==> src/rtl/seq_stream_ctrl.sv <==
// Sequencing controller for the MFA matching engine: fetches packed 2-bit symbols
// from a word-wide sequence memory and streams them gaplessly, one per clock.
module seq_stream_ctrl #(
  parameter int ADDR_LEN  = 6,
  parameter int DATA_LEN  = 8,
  parameter int SEQ_LEN_W = 12
) (
  input  logic                 CLK,
  input  logic                 RST,
  input  logic                 start,
  input  logic [SEQ_LEN_W-1:0] seq_len,
  input  logic                 hold,
  output logic                 mem_rd,
  output logic [ADDR_LEN-1:0]  mem_addr,
  input  logic [DATA_LEN-1:0]  mem_rdata,
  output logic [1:0]           symbol,
  output logic                 sym_valid,
  output logic                 BC_mode,
  input  logic                 eng_done,
  output logic                 busy,
  output logic                 done,
  output logic [SEQ_LEN_W-1:0] sym_count
);

  localparam int SPW    = DATA_LEN / 2;
  localparam int WIDX_W = $clog2(SPW);

  typedef enum logic [2:0] {
    S_IDLE,
    S_FETCH,
    S_LOAD,
    S_STREAM,
    S_DRAIN,
    S_FIN
  } state_t;

  state_t                state_q, state_n;
  logic [SEQ_LEN_W-1:0]  seq_len_q;
  logic [SEQ_LEN_W-1:0]  cnt_q;
  logic [DATA_LEN-1:0]   shift_q;
  logic [DATA_LEN-1:0]   pf_buf_q;
  logic                  pf_pend_q;
  logic [WIDX_W-1:0]     widx_q;
  logic [ADDR_LEN-1:0]   wptr_q;

  logic emit;
  logic last_sym;
  logic word_end;
  logic more_words;
  logic prefetch;

  // A word is prefetched only if symbols remain beyond the end of the current word;
  // at the prefetch index the current word ends two symbols after cnt_q.
  assign more_words = {1'b0, seq_len_q} > ({1'b0, cnt_q} + (SEQ_LEN_W + 1)'(2));
  assign word_end   = (widx_q == WIDX_W'(SPW - 1));

  // NOTE: every signal written here gets a default first so no latch is inferred.
  always_comb begin
    state_n   = state_q;
    emit      = 1'b0;
    last_sym  = 1'b0;
    prefetch  = 1'b0;
    mem_rd    = 1'b0;
    mem_addr  = '0;
    symbol    = 2'b00;
    sym_valid = 1'b0;
    BC_mode   = 1'b0;
    busy      = (state_q != S_IDLE);
    done      = 1'b0;

    case (state_q)
      S_IDLE: begin
        if (start) state_n = (seq_len != '0) ? S_FETCH : S_FIN;
      end
      S_FETCH: begin
        mem_rd  = 1'b1;
        state_n = S_LOAD;
      end
      S_LOAD: begin
        BC_mode = 1'b1;
        state_n = S_STREAM;
      end
      S_STREAM: begin
        BC_mode = 1'b1;
        if (!hold) begin
          emit      = 1'b1;
          sym_valid = 1'b1;
          symbol    = shift_q[1:0];
          last_sym  = ((cnt_q + SEQ_LEN_W'(1)) == seq_len_q);
          prefetch  = (widx_q == WIDX_W'(SPW - 2)) && more_words;
          mem_rd    = prefetch;
          if (last_sym) state_n = S_DRAIN;
        end
      end
      S_DRAIN: begin
        BC_mode = 1'b1;
        if (eng_done) state_n = S_FIN;
      end
      S_FIN: begin
        done    = 1'b1;
        state_n = S_IDLE;
      end
      default: state_n = S_IDLE;
    endcase

    if (mem_rd) mem_addr = wptr_q;
  end

  assign sym_count = cnt_q;

  // NOTE: sequential state uses non-blocking assignments only, so every register
  // samples pre-edge values regardless of statement order.
  always_ff @(posedge CLK) begin
    if (!RST) begin
      // NOTE: the data buffers are cleared on reset too, so a run aborted mid-word
      // or mid-prefetch leaves nothing behind for the next run.
      state_q   <= S_IDLE;
      seq_len_q <= '0;
      cnt_q     <= '0;
      shift_q   <= '0;
      pf_buf_q  <= '0;
      pf_pend_q <= 1'b0;
      widx_q    <= '0;
      wptr_q    <= '0;
    end else begin
      state_q <= state_n;

      if (state_q == S_IDLE && start) begin
        seq_len_q <= seq_len;
        cnt_q     <= '0;
        wptr_q    <= '0;
      end

      if (state_q == S_LOAD) begin
        shift_q <= mem_rdata;
        widx_q  <= '0;
        wptr_q  <= ADDR_LEN'(1);
      end

      if (emit) begin
        cnt_q <= cnt_q + SEQ_LEN_W'(1);
        if (word_end) begin
          // The prefetched word may still be on the read bus this cycle.
          shift_q <= pf_pend_q ? mem_rdata : pf_buf_q;
          widx_q  <= '0;
        end else begin
          shift_q <= shift_q >> 2;
          widx_q  <= widx_q + WIDX_W'(1);
        end
      end

      if (prefetch) begin
        pf_pend_q <= 1'b1;
        wptr_q    <= wptr_q + ADDR_LEN'(1);
      end else if (pf_pend_q) begin
        pf_buf_q  <= mem_rdata;
        pf_pend_q <= 1'b0;
      end
    end
  end

endmodule
==> config.mk <==
export PLATFORM = sky130hd
export DESIGN_NAME = seq_stream_ctrl
export DESIGN_NICKNAME = d
export VERILOG_FILES = /design/src/rtl/seq_stream_ctrl.sv
export SDC_FILE = /design/constraint.sdc
export NUM_CORES = 1
export LEC_CHECK = 0
export ABC_AREA = 1
export CAP_MARGIN = 10
export CORE_MARGIN = 2
export CORE_UTILIZATION = 30
export CTS_BUF_LIST = sky130_fd_sc_hd__clkbuf_16
export DETAILED_ROUTE_END_ITERATION = 8
export GPL_TIMING_DRIVEN = 0
export PLACE_DENSITY = 0.49
export SYNTH_ARGS = -nofsm -noshare
export SYNTH_HDL_FRONTEND = slang
export SYNTH_SLANG_ARGS = --single-unit
export TNS_END_PERCENT = 5
==> constraint.sdc <==
create_clock -name CLK -period 3.25 [get_ports CLK]
set_input_delay 0.975 -clock CLK [delete_from_list [all_inputs] [get_ports CLK]]
set_output_delay 0.975 -clock CLK [all_outputs]
set_load 0.01 [all_outputs]
# Word level (Yosys, flattened, before mapping)
# Index checks and enable logic that the tools add are counted.
# op_classes
addsub	4
mul	0
n_div	0
order_cmp	1
n_eq_ne	12
n_shift	0
n_mux	29
bitwise_logic	0
n_reduce_logical	10
# op_table
cell	count
$mux W8	4
$mux W12	2
$mux W6	4
$mux W3	5
$pmux W3 S5	1
$add A12 B2 Y13 const B	1
$gt A12 B13 Y1	1
$add A12 B1 Y12 const B	1
$eq A12 B12 Y1	1
$reduce_bool A12 Y1	1
$mux W2	5
$ne A2 B2 Y1 const B	4
$mux W1	7
$add A6 B1 Y6 const B	1
$eq A3 B2 Y1 const B	2
$eq A3 B3 Y1 const B	2
$reduce_bool A3 Y1	2
$eq A2 B2 Y1 const B	2
$reduce_and A4 Y1	1
$reduce_bool A2 Y1	2
$eq A3 B1 Y1 const B	1
$logic_not A3 Y1	1
$reduce_or A3 Y1	1
$add A2 B1 Y2 const B	1
2 further kinds	3
# totals
register_bits	52
latchBits	0
ram_bits	0
rom_bits	0
inputBits	25
out_inout_bits	25
elab_cells	64
memories	0

# Depth between registers and ports, before layout
# Gate-level depths: netlist of the first run.
# depth
word_depth	6
ltp_mapped	18
ltp_nobuf	17

# Worst setup path before layout of the first run
# Ideal clock, no wire load.
# synth_path
path_type	flip-flop to output port
startpoint	reg cnt_q[3] (netlist: sym_count[3])
endpoint	out mem_addr[0]
t_arrival_ps	2364
required_time_ps	2275
slack_ps	-89
stages_incl_launch_ff	18
path_buffers	1
path_cell_list	dfxtp_1 -> buf_4 -> nand2_1 -> nor2_4 -> nand2_1 -> nor2_1 -> xor2_1 -> ha_1 -> and3_1 -> nand3_1 -> nor2_1 -> nand2_1 -> nand4_2 -> inv_2 -> nand2_4 -> nand2_1 -> inv_1 -> nor2_1
# synth_via
elab_chain_len	6
# synth_rtl
element	line	text
from (decl)	39	logic [SEQ_LEN_W-1:0] cnt_q;
from (signal assigned)	141	cnt_q <= cnt_q + SEQ_LEN_W'(1);
$add A12 B2 Y13	54	assign more_words = {1'b0, seq_len_q} > ({1'b0, cnt_q} + (SEQ_LEN_W + 1)'(2));
$gt A12 B13 Y1	54	
$logic_and A1 B1 Y1	90	prefetch = (widx_q == WIDX_W'(SPW - 2)) && more_words;
$mux W1	85	if (!hold) begin
$pmux W1 S2	71	case (state_q)
via mem_rd	13	output logic mem_rd,
$mux W6	106	if (mem_rd) mem_addr = wptr_q;
to (decl)	14	output logic [ADDR_LEN-1:0] mem_addr,
# The timed path passes the listed nets, and every way through them passes these cells.

# Worst setup path in the final report of the first run
# layout_path
startpoint	reg cnt_q[6] (netlist: sym_count[6])
endpoint	out mem_addr[4]
# layout_via
elab_chain_len	6
# layout_rtl
element	line
$add A12 B2 Y13	54
$gt A12 B13 Y1	54
$logic_and A1 B1 Y1	90
$mux W1	85
$pmux W1 S2	71
$mux W6	106
# No other way between the ends.

==> flow_summary.ini, run 1 <==
[timing]
fin_skew_ps = 7.659
final-max-slew-violation-count = 0
tightest_slew_ps = 699.1
finalHoldViolCount = 0
fin_ws_ps = -256.4
finalCritPeriodShare_pct = 107.9
fmax_mhz = 285.2
whs_ps = 466.6
finalSetupViolCount = 7
finalCriticalPeriod_ps = 3506
rsz0062_at_grt = true
slew_headroom_pct = 53.40
fin_tns_setup_ps = -1725

[logic_synthesis]
synth_edf_count = 0
synthesis.instances = 501
yosysWarningCount = 0
synth_cell_types = 38
ys.flop_type = dfxtp_1
syn_avg_cell_area_um2 = 6.693
ys_seq_area_share_pct = 31.04
synth_nets = 543
synth-async-reset-ratio_pct = 0
ys_ff_latch = 52
synth_area_um2 = 3353

[worst_setup_path]
critPathKind = flip-flop to primary output
worstPathArrival_ps = 2530
end_kind = primary output
required_ps = 2270
cp-start-kind = flip-flop
critical_path_peak_fanout = 6

[drt]
via_per_inst = 4.908
ant_nets = 0
detail_route.wl_per_cell_um = 13.95
dr_wl_met3_um = 328
wl_met1_um = 4590
vias = 3504
drt_first_pass_iters = 4
drtIter0Drc = 138
routed.top_layer = met4
drc = 0
wl_met2_um = 4949
wl_um = 9958

[pwr]
p_clk_share_pct = 23.9
intPower_uw = 1412
p_leak_uw = 0.001943
switching_power_uw = 978.7
combPwrFrac_pct = 41.6
power_frac_seq_pct = 34.5
power_density_nw_per_um2 = 530.0
ir_drop_uv = 240.3
switching_share_pct = 40.94

[floorplanning]
num_io_pins = 50
core_region_area_um2 = 10890
die_area_um2 = 12040
start_util_pct = 30.80
die_h_um = 109.7
fp.dieW_um = 109.7
rows = 38

[clock_tree]
clock-root-buffer = clkbuf_16
cts_tree = done
cts.sinks = 52
cts.htree.levels = 2
cts_buffers = 5
cts-hold-fix-buffers = 0
insertion_delay_ps = 300
clock_path_buffers = 2
cts.clk_slew.worst_paths_ps = 80

[global_route]
grt_pass1_wl_um = 15960
antenna_found_initial = 0
grt-ovfl-total = 0
track_usage_pct = 17.11
grt_pass1_vias = 3296
grt_max_degree = 19

[place]
placed_cell_area_um2 = 4044
hpwl_um = 7369
place_congestion = 0.8394
port-buffer-count = 49

[layout]
insertedDiodeCount = 0
final_common_cell = nand2_1
syn2layout_area_growth_pct = 34.52
fin_area_um2 = 4511
fin_nets = 615
final_cell_mix = nand2_1, inv_1, nand3_1
layout-drive-gt1-share_pct = 16.90

[run]
cap_violations = 0

[status]
violations = setup timing
outcome = finished, violations left

[hold_path]
hold_class = flip-flop to flip-flop
cell usage after synthesis, drive strengths merged, types with 8 or more instances:
cell	n	area share, %
nand4	10	2.1
o21ai	38	5.7
a21oi	49	7.3
nor2	38	5.4
clkbuf	10	1.1
nand3	51	7.8
a31oi	8	1.5
dfxtp	52	31
xor2	9	2.4
ha	17	6.3
nand2	126	15
buf	9	2.1
inv	61	6.8
per-layer routing:
layer,up-vias,track usage [%]
met4,0,3.526
met2,69,30.78
met5,-,0
li1,1809,-
met3,9,2.608
met1,1617,21.53
cell type report:
class | instances | area, µm²
Multi-Input combinational cell | 368 | 2131
Inverter | 62 | 245.2
Timing Repair Buffer | 66 | 625.6
Tap cell | 140 | 175.2
Buffer | 18 | 118.9
Clock inverter | 3 | 25.02
Clock buffer | 5 | 125.1
Sequential cell | 52 | 1065
Fill cell | 1169 | 6377
repair_timing:
item / CTS / global route
pin swaps: 12 / 15
endpoints found under the setup margin: 10 / 7
resized for setup: 60 / 33
gates cloned: 0 / 0
setup buffers: 10 / 7
metrics by stage:
step | total power (µW) | instances | utilization [%] | setup WS [ps]
after floorplan | 1413 | 501 | - | 18.85
after global placement | 1712 | 690 | 37.14 | -698.1
after detailed placement | 1718 | 690 | 37.14 | -691.1
after CTS | 2318 | 708 | 39.66 | -300.2
after global routing | 2581 | 714 | 41.43 | -440.3
final | 2391 | 714 | 41.43 | -256.4
sequential cells by signal, summed over array words and instances (netlist names):
register,flops
shift_q,8
seq_len_q,12
state_q,3
pf_pend_q,1
wptr_q,6
pf_buf_q,8
widx_q,2
sym_count,12
power groups by stage:
stage	sequential (µW)	clock [µW]	combinational, µW
floorplan	820	0	593
detailed placement	843	0	875
global placement	839	0	873
global route	839	605	1140
finish	825	570	995
CTS	826	583	908
cell families (layout without fill, tap and decap cells):
family / count (synthesis) / count (layout) / share of synthesized area (%)
compound gates: 106 / 106 / 17.43
flops: 52 / 52 / 31.04
xor+xnor: 10 / 10 / 2.612
fa+ha+maj: 17 / 17 / 6.343
simple gates: 235 / 235 / 32.46
buf+inv: 81 / 154 / 10.11
worst paths after layout:
kind	from	to	slack, ps	depth (start not counted)
max	sym_count[6]	mem_addr[4]	-260	17
min	seq_len_q[0]	seq_len_q[0]	470	2
min reg2reg	seq_len_q[0]	seq_len_q[0]	470	2
max reg2reg	sym_count[6]	wptr_q[4]	750	17
critical path, stage by stage (launching register included):
cell and delay, ps:
dfxtp_2 340, buf_6 110, nand2_4 50, nor2_4 120, nand2_2 90, nor2_2 120
xor2_1 70, ha_1 310, and3_4 220, nand3_4 80, nor2_4 110, nand2_2 60
nand2_2 100, nand2_4 60, nand2_4 100, clkinv_8 100, nor2_4 90, buf_6 100
No activity file was read; power rests on OpenSTA's default activity.
==> inputs of run 2 (changes only) <==
--- a/config.mk
+++ b/config.mk
@@ -11,7 +11,6 @@
 export CORE_UTILIZATION = 30
 export CTS_BUF_LIST = sky130_fd_sc_hd__clkbuf_16
 export DETAILED_ROUTE_END_ITERATION = 8
-export GPL_TIMING_DRIVEN = 0
 export PLACE_DENSITY = 0.49
 export SYNTH_ARGS = -nofsm -noshare
 export SYNTH_HDL_FRONTEND = slang
==> flow_summary.ini, run 2 (same netlist as run 1, synthesis figures left out) <==
[status]
outcome = finished, violations left
violations = setup timing

[global_route]
track_usage_pct = 16.33
grt_pass1_wl_um = 15530
antenna_found_initial = 0
grt_pass1_vias = 3301
grt-ovfl-total = 0
grt_max_degree = 31

[timing]
fin_ws_ps = -144.5
finalCritPeriodShare_pct = 104.4
fmax_mhz = 294.6
slew_headroom_pct = 66.99
finalHoldViolCount = 0
finalCriticalPeriod_ps = 3394
fin_skew_ps = 4.284
final-max-slew-violation-count = 0
whs_ps = 469.5
tightest_slew_ps = 495.1
finalSetupViolCount = 7
rsz0062_at_grt = true

[worst_setup_path]
worstPathArrival_ps = 2420
critPathKind = flip-flop to primary output
end_kind = primary output
startpoint = sym_count[1]
required_ps = 2270
critical_path_peak_fanout = 3
r2r_start = sym_count[1]
cp-start-kind = flip-flop

[run]
cap_violations = 0

[layout]
syn2layout_area_growth_pct = 35.93
final_common_cell = nand2_1
fin_nets = 625
final_cell_mix = nand2_1, inv_1, nand3_1
insertedDiodeCount = 0
fin_util_pct = 41.86
layout-drive-gt1-share_pct = 20.55

[floorplanning]
num_io_pins = 50
die_area_um2 = 12040
rows = 38
die_h_um = 109.7
start_util_pct = 30.80
core_region_area_um2 = 10890
fp.dieW_um = 109.7

[clock_tree]
insertion_delay_ps = 300
cts_tree = done
cts.sinks = 52
cts.htree.levels = 2
cts.clk_slew.worst_paths_ps = 80
cts-hold-fix-buffers = 0
clock-root-buffer = clkbuf_16
clock_path_buffers = 2
cts_buffers = 5

[pwr]
p_leak_uw = 0.002052
power_density_nw_per_um2 = 515.3
ir_drop_uv = 186.1

[drt]
vias = 3480
ant_nets = 0
via_per_inst = 4.807
drtIter0Drc = 136
drc = 0
detail_route.wl_per_cell_um = 13.18
drt_first_pass_iters = 4
wl_um = 9545

[place]
port-buffer-count = 49
hpwl_um = 7126
place_congestion = 0.8125

[hold_path]
hold_class = flip-flop to flip-flop
hp-start = seq_len_q[0]
==> run 2: metal layers <==
layer	track usage, %	share of wire (%)	vias up
met2	28.66	50	45
met4	3.436	0.29	0
met3	2.905	3.2	2
met1	20.84	47	1599
met5	0	0	-
li1	-	-	1834
==> run 2: critical path, stage by stage (launching register included) <==
cell     delay [ps]
dfxtp_4         370
inv_1            60
nor2_4          140
nand2_4          80
buf_4           130
xor2_1          140
ha_1            300
nand2_1          90
inv_2            50
nand2_1          50
nand2_1          80
a21oi_2         150
nand2_2          70
nand2_4          80
nand2_4          70
buf_4           150
buf_6           110
==> run 2: where the power goes <==
group | internal [µW] | switching, µW | total [µW] | leakage, µW
clock network | 292 | 273 | 566 | 0.0000708
registers | 740 | 80.5 | 821 | 0.000430
logic | 388 | 575 | 963 | 0.00155
==> run 2: layout make-up <==
cell class / instances / area (µm²)
clock inverter: 3 / 25.02
sequential: 52 / 1070
multi-input combinational: 368 / 2126
fill: 1137 / 6330
tap: 140 / 175.2
inverter: 62 / 237.7
clock buffer: 5 / 125.1
timing repair buffer: 94 / 799.5
==> run 2: worst paths after layout <==
check | to | slack [ps] | cells past startpoint
setup reg to reg | pf_buf_q[6] | 760 | 17
hold / removal | seq_len_q[0] | 470 | 2
hold reg to reg | seq_len_q[0] | 470 | 2
setup / recovery | mem_rd | -140 | 16
==> run 2: repair_timing <==
| action | 4_1_cts | 5_1_grt |
|---|---|---|
| pin swaps | 13 | 24 |
| cloned | 0 | 0 |
| setup buffers | 6 | 4 |
| setup endpoints to repair | 10 | 7 |
| resized for setup | 49 | 34 |
==> run 2: through the flow <==
stage               std cells  setup TNS (ps)  area, µm²  power, µW  setup slack (ps)
global placement          706           -2399       4198       1692            -334.0
detailed placement        706           -2787       4198       1700            -404.8
finish                    724          -989.0       4558       2349            -144.5
CTS                       720           -1680       4394       2289            -243.3
global route              724           -2077       4558       2529            -302.0
floorplan                 501               0       3378       1413             18.85
